`config.mk`:
```
export PLATFORM = sky130hd
export DESIGN_NAME = cam_stream_timing
export DESIGN_NICKNAME = d
export VERILOG_FILES = /design/src/rtl/cam_stream_timing.sv
export SDC_FILE = /design/constraint.sdc
export NUM_CORES = 1
export LEC_CHECK = 0
export ABC_AREA = 1
export CAP_MARGIN = 20
export CORE_MARGIN = 2
export CORE_UTILIZATION = 25
export DETAILED_ROUTE_END_ITERATION = 8
export PLACE_DENSITY = 0.52
export REMOVE_ABC_BUFFERS = 1
export SLEW_MARGIN = 15
export SYNTH_ARGS = -nofsm -noshare
export SYNTH_HDL_FRONTEND = slang
export SYNTH_SLANG_ARGS = --single-unit
```
`constraint.sdc`:
```
create_clock -name pclk -period 1.9 [get_ports pclk]
set_input_delay 0.38 -clock pclk [delete_from_list [all_inputs] [get_ports pclk]]
set_output_delay 0.38 -clock pclk [all_outputs]
set_load 0.01 [all_outputs]
```
`src/rtl/cam_stream_timing.sv`:
```
// Camera byte-bus capture, pixel packing and timing regeneration.
// Optional statistics (line_len/frame_lines) built when CAM_TIMING_STATS_EN is defined.
module cam_stream_timing #(
  parameter int DIN_W         = 8,
  parameter int BYTES_PER_PIX = 2,
  parameter int HSYNC_LEN     = 1,
  parameter int COL_W         = 11,
  parameter int ROW_W         = 10
) (
  input  logic                           pclk,
  input  logic                           reset,
  input  logic [DIN_W-1:0]               din,
  input  logic                           href,
  input  logic                           vsync,
  input  logic                           swap,
  output logic [DIN_W*BYTES_PER_PIX-1:0] pixel,
  output logic                           pixel_valid,
  output logic                           active_video,
  output logic                           hblank,
  output logic                           hsync,
  output logic                           vblank,
  output logic                           vsync_out,
  output logic [COL_W-1:0]               col,
  output logic [ROW_W-1:0]               row,
  output logic                           frag_err,
  output logic                           locked,
  output logic [COL_W-1:0]               line_len,
  output logic [ROW_W-1:0]               frame_lines
);

  localparam int PIX_W = DIN_W * BYTES_PER_PIX;
  localparam int CNT_W = (BYTES_PER_PIX > 1) ? $clog2(BYTES_PER_PIX) : 1;
  localparam logic [CNT_W-1:0] LAST = CNT_W'(BYTES_PER_PIX - 1);
  localparam logic [3:0] HS_LOAD = 4'(HSYNC_LEN);

  typedef enum logic [2:0] {
    S_UNLOCKED,
    S_LINE_WAIT,
    S_ACTIVE,
    S_HGAP,
    S_VBLANK
  } state_e;

  state_e state_q, state_d;

  logic [DIN_W-1:0] din_q, din_d;
  logic             href_q, href_d;
  logic             vsync_q, vsync_d;
  logic             vs_prev_q, vs_prev_d;

  logic [CNT_W-1:0] byte_cnt_q, byte_cnt_d;
  logic             swap_q, swap_d;
  logic [PIX_W-1:0] acc_q, acc_d;
  logic [PIX_W-1:0] pixel_q, pixel_d;
  logic             pv_q, pv_d;
  logic             av_q, av_d;
  logic             hb_q, hb_d;
  logic             vb_q, vb_d;
  logic             vso_q, vso_d;
  logic [3:0]       hs_cnt_q, hs_cnt_d;
  logic             hs_q, hs_d;
  logic [COL_W-1:0] col_q, col_d;
  logic [ROW_W-1:0] row_q, row_d;
  logic             frag_q, frag_d;
  logic             locked_q, locked_d;

  logic vs_rise, vs_fall;
  logic cap, line_end, line_start, frame_start, hs_start, lk;
  logic sw;
  int   lane;

  assign vs_rise = vsync_q & ~vs_prev_q;
  assign vs_fall = ~vsync_q & vs_prev_q;

  // Frame/line state tracking on stage-1 samples.
  always_comb begin
    state_d = state_q;
    unique case (state_q)
      S_UNLOCKED: if (vs_fall) state_d = S_LINE_WAIT;
      S_LINE_WAIT, S_HGAP: begin
        if (vs_rise)     state_d = S_VBLANK;
        else if (href_q) state_d = S_ACTIVE;
      end
      S_ACTIVE: begin
        if (vs_rise)      state_d = S_VBLANK;
        else if (!href_q) state_d = S_HGAP;
      end
      S_VBLANK: if (vs_fall) state_d = S_LINE_WAIT;
      default: state_d = S_UNLOCKED;
    endcase
  end

  assign cap         = (state_d == S_ACTIVE);
  assign line_start  = cap && (state_q != S_ACTIVE);
  assign line_end    = (state_q == S_ACTIVE) && (state_d != S_ACTIVE);
  assign hs_start    = (state_q == S_ACTIVE) && (state_d == S_HGAP);
  assign frame_start = (state_d == S_LINE_WAIT) &&
                       (state_q == S_UNLOCKED || state_q == S_VBLANK);
  assign lk          = (state_d != S_UNLOCKED);

  // Byte packing, counters and aligned timing outputs.
  always_comb begin
    din_d      = din;
    href_d     = href;
    vsync_d    = vsync;
    vs_prev_d  = vsync_q;
    byte_cnt_d = byte_cnt_q;
    swap_d     = swap_q;
    acc_d      = acc_q;
    pixel_d    = pixel_q;
    pv_d       = 1'b0;
    frag_d     = 1'b0;
    col_d      = col_q;
    row_d      = row_q;
    hs_cnt_d   = hs_cnt_q;
    sw         = swap_q;
    lane       = 0;

    if (cap) begin
      if (byte_cnt_q == '0) begin
        sw     = swap;
        swap_d = swap;
      end
      lane = sw ? int'(byte_cnt_q)
                : BYTES_PER_PIX - 1 - int'(byte_cnt_q);
      for (int i = 0; i < BYTES_PER_PIX; i++) begin
        if (i == lane) acc_d[i*DIN_W +: DIN_W] = din_q;
      end
      if (byte_cnt_q == LAST) begin
        pixel_d    = acc_d;
        pv_d       = 1'b1;
        byte_cnt_d = '0;
      end else begin
        byte_cnt_d = byte_cnt_q + 1'b1;
      end
    end else if (line_end) begin
      frag_d     = (byte_cnt_q != '0);
      byte_cnt_d = '0;
    end

    if (line_start)
      col_d = '0;
    else if (pv_q && col_q != {COL_W{1'b1}})
      col_d = col_q + 1'b1;

    if (frame_start)
      row_d = '0;
    else if (line_end && row_q != {ROW_W{1'b1}})
      row_d = row_q + 1'b1;

    if (hs_start)
      hs_cnt_d = HS_LOAD;
    else if (hs_cnt_q != '0)
      hs_cnt_d = hs_cnt_q - 1'b1;
    hs_d = (hs_cnt_q != '0);

    av_d     = cap;
    hb_d     = lk && !vsync_q && !cap;
    vb_d     = lk && vsync_q;
    vso_d    = lk && vsync_q;
    locked_d = locked_q | lk;
  end

  // State and pipeline registers.
  always_ff @(posedge pclk) begin
    if (reset) begin
      state_q    <= S_UNLOCKED;
      din_q      <= '0;
      href_q     <= 1'b0;
      vsync_q    <= 1'b0;
      vs_prev_q  <= 1'b0;
      byte_cnt_q <= '0;
      swap_q     <= 1'b0;
      acc_q      <= '0;
      pixel_q    <= '0;
      pv_q       <= 1'b0;
      av_q       <= 1'b0;
      hb_q       <= 1'b0;
      vb_q       <= 1'b0;
      vso_q      <= 1'b0;
      hs_cnt_q   <= '0;
      hs_q       <= 1'b0;
      col_q      <= '0;
      row_q      <= '0;
      frag_q     <= 1'b0;
      locked_q   <= 1'b0;
    end else begin
      state_q    <= state_d;
      din_q      <= din_d;
      href_q     <= href_d;
      vsync_q    <= vsync_d;
      vs_prev_q  <= vs_prev_d;
      byte_cnt_q <= byte_cnt_d;
      swap_q     <= swap_d;
      acc_q      <= acc_d;
      pixel_q    <= pixel_d;
      pv_q       <= pv_d;
      av_q       <= av_d;
      hb_q       <= hb_d;
      vb_q       <= vb_d;
      vso_q      <= vso_d;
      hs_cnt_q   <= hs_cnt_d;
      hs_q       <= hs_d;
      col_q      <= col_d;
      row_q      <= row_d;
      frag_q     <= frag_d;
      locked_q   <= locked_d;
    end
  end

  assign pixel        = pixel_q;
  assign pixel_valid  = pv_q;
  assign active_video = av_q;
  assign hblank       = hb_q;
  assign hsync        = hs_q;
  assign vblank       = vb_q;
  assign vsync_out    = vso_q;
  assign col          = col_q;
  assign row          = row_q;
  assign frag_err     = frag_q;
  assign locked       = locked_q;

`ifdef CAM_TIMING_STATS_EN
  logic [COL_W-1:0] line_len_q, line_len_d;
  logic [ROW_W-1:0] frame_lines_q, frame_lines_d;
  logic             frame_end;

  assign frame_end = (state_d == S_VBLANK) && (state_q != S_VBLANK);

  // Latch pixel count per line and line count per frame.
  always_comb begin
    line_len_d    = line_len_q;
    frame_lines_d = frame_lines_q;
    if (line_end)  line_len_d    = col_d;
    if (frame_end) frame_lines_d = row_d;
  end

  // Statistics registers.
  always_ff @(posedge pclk) begin
    if (reset) begin
      line_len_q    <= '0;
      frame_lines_q <= '0;
    end else begin
      line_len_q    <= line_len_d;
      frame_lines_q <= frame_lines_d;
    end
  end

  assign line_len    = line_len_q;
  assign frame_lines = frame_lines_q;
`else
  assign line_len    = '0;
  assign frame_lines = '0;
`endif

endmodule

```
==> flow_summary.toml <==
[floorplan]
start_util_pct = 25.83
core_um2 = 13990
die_h_um = 124.2
die-area_um2 = 15430
die_x_um = 124.2
row_count = 43
ios = 79

[placement]
gp_congestion = 0.7429
post-dp-hpwl_um = 5868
io_buffer_count = 57

[drt]
vias = 3120
viasPerCell = 4.251
wire_per_inst_um = 11.36
drc = 0
wirelength_um = 8336
dr.pass1.iters = 6
drt_iter0_markers = 184
ant_nets = 0

[worst_setup_path]
critPathLaunchType = "flop"
path_class = "reg -> out"
critPathMaxStageDelay_ns = 0.59
critical_path_required_ns = 1.52
worst_path_max_delay_cell = "clkdlybuf4s50_1"
endpoint_kind = "output port"
arrival_ns = 1.40
crit_buf_inv = 1
crit_family = "buffers and inverters"
path_max_fanout = 8
crit_chain = "clkdlybuf4s50_1"
regToRegSetupSlack_ns = 0.21

[layout]
multi_input_area_um2 = 1604
antenna_cells = 0
syn2layout_area_growth_pct = 28.36
layout.area.seq_um2 = 1602
utilization_pct = 33.16
final_layout_size_suffix_gt1_share_pct = 7.401
nets = 566
fillCellCount = 1462

[logic_synthesis]
synthCells = 489
synth-seq-cells = 80
synth.yosys.seq_area_share_pct = 44.32
yosys_warnings = 0
postSynthAreaPerCell_um2 = 7.390
mappedNetlistArea_um2 = 3613
yosysUniqueCellTypes = 31

[power]
power_leakage_nw = 1.843
total_power_mw = 3.973
power-per-cell-area_nw_per_um2 = 856.5
irDropWorstVdd_mv = 0.3691

[cts]
clkTransAtPathRegs_ns = 0.06
cts_tree = "yes"
clock_latency_ns = 0.34
cts_buffer_depth = 2
clockRootBuffer = "clkbuf_16"
htree_levels = 3
cts_hold_buf = 0
cts_made_buffers = 9
cts_sinks = 80

[run]
cap_violations = 0

[sta]
clock.fmax_mhz = 561.5
timing_hold_violations_final = 0
rsz0062_at_grt = "no"
fin_crit_sh_pct = 93.74
slew_violations = 0
fin_worst_skew_ns = 0.007021
setup_viol = 0
fin_crit_ns = 1.781

[min_path]
hold_class = "reg -> reg"

[global_route]
overflow = 0
grt_pass1_wl_um = 13750
grt_pass1_vias = 2934
grt_start_max_net_pins = 33
grt_usage_pct = 10.86
grt_antenna_before_repair = 0

[run_status]
outcome = "completed"
==> worst min-delay path, cell delays in order (launching register included) <==
cell     delay (ns)
dfxtp_1        0.30
inv_1          0.05
a21oi_1        0.05
==> cells in the mapped netlist <==
library cell | n | share of area [%]
inv_4 | 1 | 0.17
o22ai_1 | 1 | 0.17
nand4_1 | 13 | 2.3
dfxtp_1 | 80 | 44
nand2_2 | 2 | 0.35
xnor2_1 | 3 | 0.73
xor2_1 | 8 | 1.9
a21oi_1 | 51 | 7.1
clkinv_1 | 1 | 0.10
ha_1 | 4 | 1.4
inv_2 | 2 | 0.21
conb_1 | 1 | 0.10
clkbuf_1 | 5 | 0.52
nand2_1 | 116 | 12
o211ai_1 | 1 | 0.21
nor2_1 | 40 | 4.2
inv_1 | 49 | 5.1
buf_6 | 5 | 1.6
o21ai_2 | 1 | 0.24
nand2_4 | 1 | 0.31
or2_2 | 2 | 0.35
nor3_2 | 2 | 0.55
nor3_1 | 5 | 0.69
nand3b_1 | 3 | 0.62
o21ai_1 | 6 | 0.83
buf_2 | 5 | 0.69
nand3_1 | 26 | 3.6
nor2_2 | 1 | 0.17
o21ai_0 | 26 | 3.6
buf_4 | 26 | 5.4
nand3_2 | 2 | 0.55
==> power by group <==
| group | total (mW) | leakage, nW | internal [mW] | switching [mW] |
|---|---|---|---|---|
| Sequential | 1.79 | 0.649 | 1.75 | 0.0424 |
| Clock | 1.75 | 0.139 | 1.06 | 0.694 |
| Combinational | 0.428 | 1.05 | 0.187 | 0.241 |
==> final cells by class <==
class | count | share of cell area (%)
Tap cell | 180 | 4.856
Multi-Input combinational cell | 335 | 34.58
Clock inverter | 4 | 1.160
Clock buffer | 12 | 5.314
Timing Repair Buffer | 70 | 15.21
Inverter | 53 | 4.343
Sequential cell | 80 | 34.53
==> cell families (layout without fill, tap and decap cells) <==
kind of cell,after synthesis,after routing,synth area share (%)
AO/OA/AOI/OAI,86,86,12.12
adder cells (fa/ha/maj),4,4,1.385
AND/OR/NAND/NOR,213,213,25.66
buffers and inverters,94,139,13.75
XOR/XNOR,11,11,2.666
other,1,21,0.1038
flip-flops,80,80,44.32
==> final timing paths <==
| kind | cells past startpoint | from | to |
|---|---|---|---|
| setup reg to reg | 8 | col[1] | col[7] |
| hold reg to reg | 2 | acc_q[1] | acc_q[1] |
| setup / recovery | 1 | row[0] | row[0] |
| hold / removal | 2 | acc_q[1] | acc_q[1] |
==> metrics by stage <==
step	setup slack, ns	hold slack (ns)	setup TNS, ns	std cells	area [µm²]
3_5_place_dp	0.09465	0.4423	0	718	4324
5_1_grt	0.02113	0.4701	0	734	4638
3_3_place_gp	0.1134	0.4333	0	718	4324
2_1_floorplan	-0.08898	0.4266	-0.9788	468	3393
4_1_cts	0.08960	0.4519	0	734	4624
6_report	0.1190	0.4481	0	734	4638
==> repair_timing <==
item | CTS | global route
gates resized for setup | 0 | 2
setup endpoints to repair | 0 | 3
buffers inserted | 0 | 0
==> routing by layer <==
| layer | global-route usage (%) | share of wire, % | wire length (µm) | up-vias |
|---|---|---|---|---|
| li1 | - | - | - | 1645 |
| met1 | 12.90 | 46 | 3822 | 1401 |
| met2 | 17.52 | 47 | 3906 | 60 |
| met3 | 3.012 | 4.4 | 363 | 14 |
| met4 | 6.345 | 2.9 | 244 | 0 |
| met5 | 0 | 0 | 0 | - |
==> placed cells by master (no fill, tap or decap), drive strengths merged, types with 2 or more instances in the layout <==
master,instances
buf,13
a21oi,51
clkinvlp,2
nor2,41
xnor2,3
conb,21
or2,2
clkbuf,12
nor3,7
nand4,13
clkdlybuf4s50,57
nand3b,3
dfxtp,80
o21ai,33
ha,4
nand2,119
clkinv,2
xor2,8
nand3,28
inv,52
==> state kept, by name, indices dropped and copies added, names as in the netlist <==
register	flops
state_q	3
vs_prev_q	1
vsync_out	1
swap_q	1
hsync	1
din_q	8
active_video	1
href_q	1
row	10
vs_prev_d	1
acc_q	16
pixel_valid	1
hblank	1
locked	1
pixel	16
hs_cnt_q	4
byte_cnt_q	1
frag_err	1
col	11
Power figures use the tool's default switching activity.
==> patch 1, RTL diff (same flow settings) <==
Add a define of `CAM_TIMING_STATS_EN`.
--- a/src/rtl/cam_stream_timing.sv
+++ b/src/rtl/cam_stream_timing.sv
@@ -1,5 +1,7 @@
 // Camera byte-bus capture, pixel packing and timing regeneration.
 // Optional statistics (line_len/frame_lines) built when CAM_TIMING_STATS_EN is defined.
+`define CAM_TIMING_STATS_EN
+
 module cam_stream_timing #(
   parameter int DIN_W         = 8,
   parameter int BYTES_PER_PIX = 2,
Function: changed (Yosys sat finds a counterexample within 10 cycles, from zero or initial values and one cycle with reset high).
==> patch 1 against the unedited design <==
- non-clock buffer count up 29
- wire length up 26%
- sequential cell count up 21
- global-route usage up 1.5 points
- setup slack better by 17 ps
- register-to-register slack worse by 40 ps
- power up 14%
- synthesized area up 15%
- cell area up 21%
- hold slack better by 17 ps
- highest routed layer unchanged
==> patch 1: results (changes against the unedited design) <==
{
  "synthTopCellsByCount": "120 x sky130_fd_sc_hd__nand2_1, 101 x sky130_fd_sc_hd__dfxtp_1, 56 x sky130_fd_sc_hd__nor2_1",
  "peakVddDrop": {"value": 0.433, "unit": "mV", "change": "+17%"},
  "hold_path.class": "flip-flop to flip-flop",
  "grt.total_usage": {"value": 12.3, "unit": "%", "change": "+1.5 points"},
  "num-nets-final": {"value": 645, "change": "+14%"},
  "insertion_delay": {"value": 360, "unit": "ps", "change": "+20 ps"},
  "grt_pass1_vias": {"value": 3607, "change": "+23%"},
  "synth-seq-area-share": {"value": 48.6, "unit": "%", "change": "+4.3 points"},
  "crit_path_top_delay_cell": "sky130_fd_sc_hd__clkdlybuf4s50_1",
  "critical_path.top_delay_family": "buffers and inverters",
  "relSlewSlack_pct": 76.1,
  "ctsResizeCount": {"value": 0, "change": "unchanged"},
  "wl_per_cell": {"value": 12.4, "unit": "µm", "change": "+8.8%"},
  "cts-root-to-sink-buffers": {"value": 2, "change": "unchanged"},
  "io_buffer_count": {"value": 78, "change": "+37%"},
  "synth.top_cells.by_area": "sky130_fd_sc_hd__dfxtp_1 49%, sky130_fd_sc_hd__nand2_1 11%, sky130_fd_sc_hd__nor2_1 5.0%, sky130_fd_sc_hd__inv_1 4.3%, sky130_fd_sc_hd__o21ai_0 3.7%",
  "diodes": {"value": 0, "change": "unchanged"},
  "first_iter_violations": {"value": 185, "change": "+0.54%"},
  "p_sw_share": {"value": 25.7, "unit": "%", "change": "+1.1 points"},
  "grt_antenna_before_repair": {"value": 0, "change": "unchanged"},
  "critical_path.max_stage_delay_ps": 580,
  "replace_congestion": {"value": 0.803, "change": "+8.1%"},
  "cts_h_tree_lvls": {"value": 3, "change": "unchanged"},
  "cts-root-buf": "sky130_fd_sc_hd__clkbuf_16",
  "tritoncts.num_buffers": {"value": 9, "change": "unchanged"},
  "status": "completed",
  "clock_transition_at_path_regs_ps": 70,
  "drt_pass1_iterations": {"value": 4, "change": "-2"},
  "grt_start_max_net_pins": {"value": 29, "change": "-12%"},
  "leakagePower": {"value": 2.26, "unit": "nW", "change": "+23%"},
  "synth-async-reset-ratio": {"value": 0, "unit": "%", "change": "unchanged"},
  "skew": {"value": 6.50, "unit": "ps", "change": "-0.517 ps"},
  "yosysWarningCount": {"value": 0, "change": "unchanged"},
  "yosysUniqueCellTypes": {"value": 29, "change": "-6.5%"},
  "place.detailed.hpwl": {"value": 7640, "unit": "µm", "change": "+30%"},
  "critPathArrivalTime": {"value": 1380, "unit": "ps", "change": "-20 ps"},
  "critPathMaxFanout": {"value": 5, "change": "-3"},
  "antenna_violating_nets_post_route": {"value": 0, "change": "unchanged"},
  "grt_first_pass_wirelength": {"value": 17600, "unit": "µm", "change": "+28%"},
  "route.detailed.vias_per_inst": {"value": 4.41, "change": "+3.8%"},
  "post-cts-setup-buffers": {"value": 0, "change": "unchanged"},
  "drive_above_1_share": {"value": 9.95, "unit": "%", "change": "+2.6 points"}
}
==> patch 1: cell count changes after synthesis, sizes merged, moves of 3 or more <==
| cell | delta |
|---|---|
| nor2 | +19 |
| clkbuf | +5 |
| a31oi | +9 |
| dfxtp | +21 |
| o211ai | +8 |
| buf | -20 |
| mux2i | +5 |
| inv | +13 |
| a22oi | +5 |
| o21ai | +10 |
| nand3 | -7 |
| a21oi | -22 |
| a211oi | +9 |
| nand3b | -3 |
==> patch 1: logic make-up after synthesis <==
group | after synthesis | share of synthesized area (%)
AND/OR/NAND/NOR | 226 | 23.2
XOR/XNOR | 13 | 2.74
flip-flops | 101 | 48.6
AO/OA/AOI/OAI | 104 | 14.2
multiplexers | 5 | 1.20
adder cells (fa/ha/maj) | 4 | 1.20
buffers and inverters | 91 | 8.96
==> patch 1: power by group through the flow <==
stage          Clock (W)  Combinational (W)  Sequential [W]
6_report         0.00180           0.000463         0.00225
5_1_grt          0.00196           0.000528         0.00226
4_1_cts          0.00188           0.000471         0.00225
3_5_place_dp           0           0.000466         0.00230
3_3_place_gp           0           0.000443         0.00229
2_1_floorplan          0           0.000276         0.00230
==> patch 1: layout make-up <==
type / count / area [µm²]
clock buffers: 10 / 239
clock inverters: 6 / 52.6
fillers: 1707 / 10800
inverters: 65 / 244
multi-input cells: 352 / 1790
flip-flops and latches: 101 / 2020
well taps: 220 / 275
repair buffers: 99 / 976
==> patch 1: worst paths after layout <==
path	start	end	slack [ps]	depth (start not counted)
hold / removal	locked	locked	470	2
setup / recovery	col[3]	col[3]	140	1
setup reg to reg	vs_prev_d	line_len[3]	170	8
hold reg to reg	locked	locked	470	2
==> patch 1: routing by layer <==
layer | wire length [µm] | GRT usage [%] | part of all wire (%)
met1 | 4970 | 15.8 | 47
met2 | 4910 | 19.9 | 47
met3 | 450 | 2.91 | 4.3
met4 | 209 | 5.32 | 2.0
met5 | 0 | 0 | 0
==> patch 1: metrics by stage <==
stage | setup WS, ps | std cells | cell area, µm² | TNS, ps | hold slack (ps)
after floorplan | 112 | 518 | 4030 | 0 | 437
after global placement | 92.2 | 837 | 5290 | 0 | 451
after detailed placement | 77.7 | 837 | 5290 | 0 | 457
after CTS | 108 | 853 | 5580 | 0 | 467
after global routing | -6.50 | 853 | 5600 | -10.6 | 484
final | 136 | 853 | 5600 | 0 | 465
==> patch 2, RTL diff (same flow settings) <==
Made on the original files. Put one more register stage on the output `col`, cleared by the reset. The value now appears one clock later. The other outputs are not delayed to match.
--- a/src/rtl/cam_stream_timing.sv
+++ b/src/rtl/cam_stream_timing.sv
@@ -215,7 +215,13 @@
   assign hsync        = hs_q;
   assign vblank       = vb_q;
   assign vsync_out    = vso_q;
-  assign col          = col_q;
+  always_ff @(posedge pclk) begin
+    if (reset) begin
+      col <= '0;
+    end else begin
+      col <= col_q;
+    end
+  end
   assign row          = row_q;
   assign frag_err     = frag_q;
   assign locked       = locked_q;
Check against the original RTL: not equivalent (Yosys sat finds a counterexample within 10 cycles, from zero or initial values and one cycle with reset high).
==> patch 2 against the unedited design <==
- power increased by 5.5%
- wire length increased by 5.3%
- sequential power increased by 13%
- synthesized area increased by 7.3%
- final cell count increased by 4.8%
- setup slack got worse by 21 ps
- sequential cell count increased by 11
- cell area increased by 5.4%
- core utilization decreased by 0.98 points
- maximum frequency decreased by 1.2%
- critical endpoint unchanged
- largest cell class is now registers
- highest routed layer unchanged
==> patch 2: results (changes against the unedited design) <==
{
  "setup.reg_to_reg.worst_slack": {"value": 300, "unit": "ps", "change": "+90 ps"},
  "clock_transition_at_path_regs": {"value": 60, "unit": "ps", "change": "about the same"},
  "grt.total_usage": {"value": 11.4, "unit": "%", "change": "+0.51 points"},
  "first_iter_violations": {"value": 207, "change": "+13%"},
  "grt_pass1_vias": {"value": 3228, "change": "+10%"},
  "wl_per_cell": {"value": 11.4, "unit": "µm", "change": "+0.53%"},
  "critPathArrivalTime": {"value": 1420, "unit": "ps", "change": "+20 ps"},
  "synthesis.instances": {"value": 519, "change": "+6.1%"},
  "leakagePower": {"value": 1.93, "unit": "nW", "change": "+4.5%"},
  "placed_cells": {"value": 755, "change": "+5.2%"},
  "synth.top_cells.by_area": "sky130_fd_sc_hd__dfxtp_1 47%, sky130_fd_sc_hd__nand2_1 9.2%, sky130_fd_sc_hd__nor2_1 6.6%, sky130_fd_sc_hd__a21oi_1 6.2%, sky130_fd_sc_hd__inv_1 5.5%",
  "vias": {"value": 3335, "change": "+6.9%"},
  "num-nets-final": {"value": 595, "change": "+5.1%"},
  "peakVddDrop": {"value": 0.365, "unit": "mV", "change": "-1.2%"},
  "skew": {"value": 7.80, "unit": "ps", "change": "+0.779 ps"},
  "insertion_delay_ps": 330,
  "grt_first_pass_wirelength": {"value": 15000, "unit": "µm", "change": "+9.1%"},
  "synth-seq-area-share": {"value": 47.0, "unit": "%", "change": "+2.7 points"},
  "yosysWarningCount": {"value": 0, "change": "unchanged"},
  "place.detailed.hpwl": {"value": 6200, "unit": "µm", "change": "+5.7%"},
  "synth_compound_area_share": {"value": 12.2, "unit": "%", "change": "+0.082 points"},
  "synthTopCellsByCount": "95 x sky130_fd_sc_hd__nand2_1, 91 x sky130_fd_sc_hd__dfxtp_1, 68 x sky130_fd_sc_hd__nor2_1",
  "reg2regPathDepth": {"value": 8, "change": "unchanged"},
  "critical_path.top_delay_family": "buffers and inverters",
  "yosysUniqueCellTypes": {"value": 31, "change": "unchanged"},
  "critical_path.max_stage_delay_ps": 600,
  "cts_h_tree_lvls": {"value": 3, "change": "unchanged"},
  "status": "completed",
  "final-instance-count-excl-fill": {"value": 769, "change": "+4.8%"},
  "ctsResizeCount": {"value": 0, "change": "unchanged"},
  "end_of_the_worst_register_to_register_path": "row[3]",
  "timing.rr.start": "state_q[0]",
  "drive_above_1_share": {"value": 6.71, "unit": "%", "change": "-0.69 points"},
  "cts-root-buf": "sky130_fd_sc_hd__clkbuf_16",
  "synth-async-reset-ratio": {"value": 0, "unit": "%", "change": "unchanged"},
  "post_synthesis_adder_cell_area_fraction": {"value": 1.29, "unit": "%", "change": "-0.094 points"},
  "crit_path_top_delay_cell": "sky130_fd_sc_hd__clkdlybuf4s50_1",
  "replace_congestion": {"value": 0.832, "change": "+12%"},
  "hold_path.class": "flip-flop to flip-flop",
  "post_synth_xor_xnor_area": {"value": 2.03, "unit": "%", "change": "-0.63 points"},
  "drt_pass1_iterations": {"value": 4, "change": "-2"}
}
-- patch 2: cell count changes in the layout (fill, tap and decap cells not counted), moves of 2 or more --
cell,unedited run,this run
sky130_fd_sc_hd__nand2_1,116,95
sky130_fd_sc_hd__dfxtp_1,80,91
sky130_fd_sc_hd__o21ai_1,6,0
sky130_fd_sc_hd__o21ai_0,26,42
sky130_fd_sc_hd__xnor2_1,3,1
sky130_fd_sc_hd__nor2_1,40,68
sky130_fd_sc_hd__a21oi_1,51,48
sky130_fd_sc_hd__inv_1,49,57
sky130_fd_sc_hd__nand3_1,26,21
-- patch 2: stage by stage --
stage / power (W) / util [%] / worst slack [ps] / instance area (µm²)
CTS: 0.00425 / 32.2 / 97.8 / 4890
global placement: 0.00248 / 30.3 / 147 / 4610
global route: 0.00438 / 32.2 / 48.0 / 4890
finish: 0.00419 / 32.2 / 97.7 / 4890
detailed placement: 0.00251 / 30.3 / 116 / 4610
floorplan: 0.00235 / - / -314 / 3680
-- patch 2: layer usage --
layer	vias to the layer above	track usage [%]	share of wire (%)
li1	1731	-	-
met2	82	18.0	45
met4	0	4.92	2.1
met5	-	0	0
met3	15	3.12	5.8
met1	1507	14.6	47
-- patch 2: cells by family after synthesis --
family / after synthesis
adders and majority gates: 4
DFF: 91
buffers and inverters: 103
and+or+nand+nor: 218
AOI/OAI and AO/OA: 93
other: 1
xor gates and xnor gates: 9
-- patch 2: worst min path at each step --
| stage | cells after the start | slack [ps] | to | from |
|---|---|---|---|---|
| finish | 2 | 450 | acc_q[6] | acc_q[6] |
| detailed placement | 2 | 440 | acc_q[3] | acc_q[3] |
| global route | 2 | 470 | acc_q[5] | acc_q[5] |
| CTS | 2 | 450 | acc_q[3] | acc_q[3] |
| global placement | 2 | 430 | acc_q[6] | acc_q[6] |
| floorplan | 2 | 430 | acc_q[0] | acc_q[0] |
-- patch 2: cell type report --
type / count / area, µm²
multi-input combinational: 345 / 1630
clock buffer: 12 / 246
tap: 188 / 235
inverter: 61 / 229
fill: 1614 / 10300
timing repair buffer: 70 / 693
clock inverter: 2 / 37.5
sequential: 91 / 1820
-- patch 2: report_power, final --
part	internal, W	leakage [nW]	switching, W
logic	0.000187	1.05	0.000247
clock network	0.00104	0.135	0.000691
registers	0.00198	0.738	0.0000426
total	0.00321	1.93	0.000981
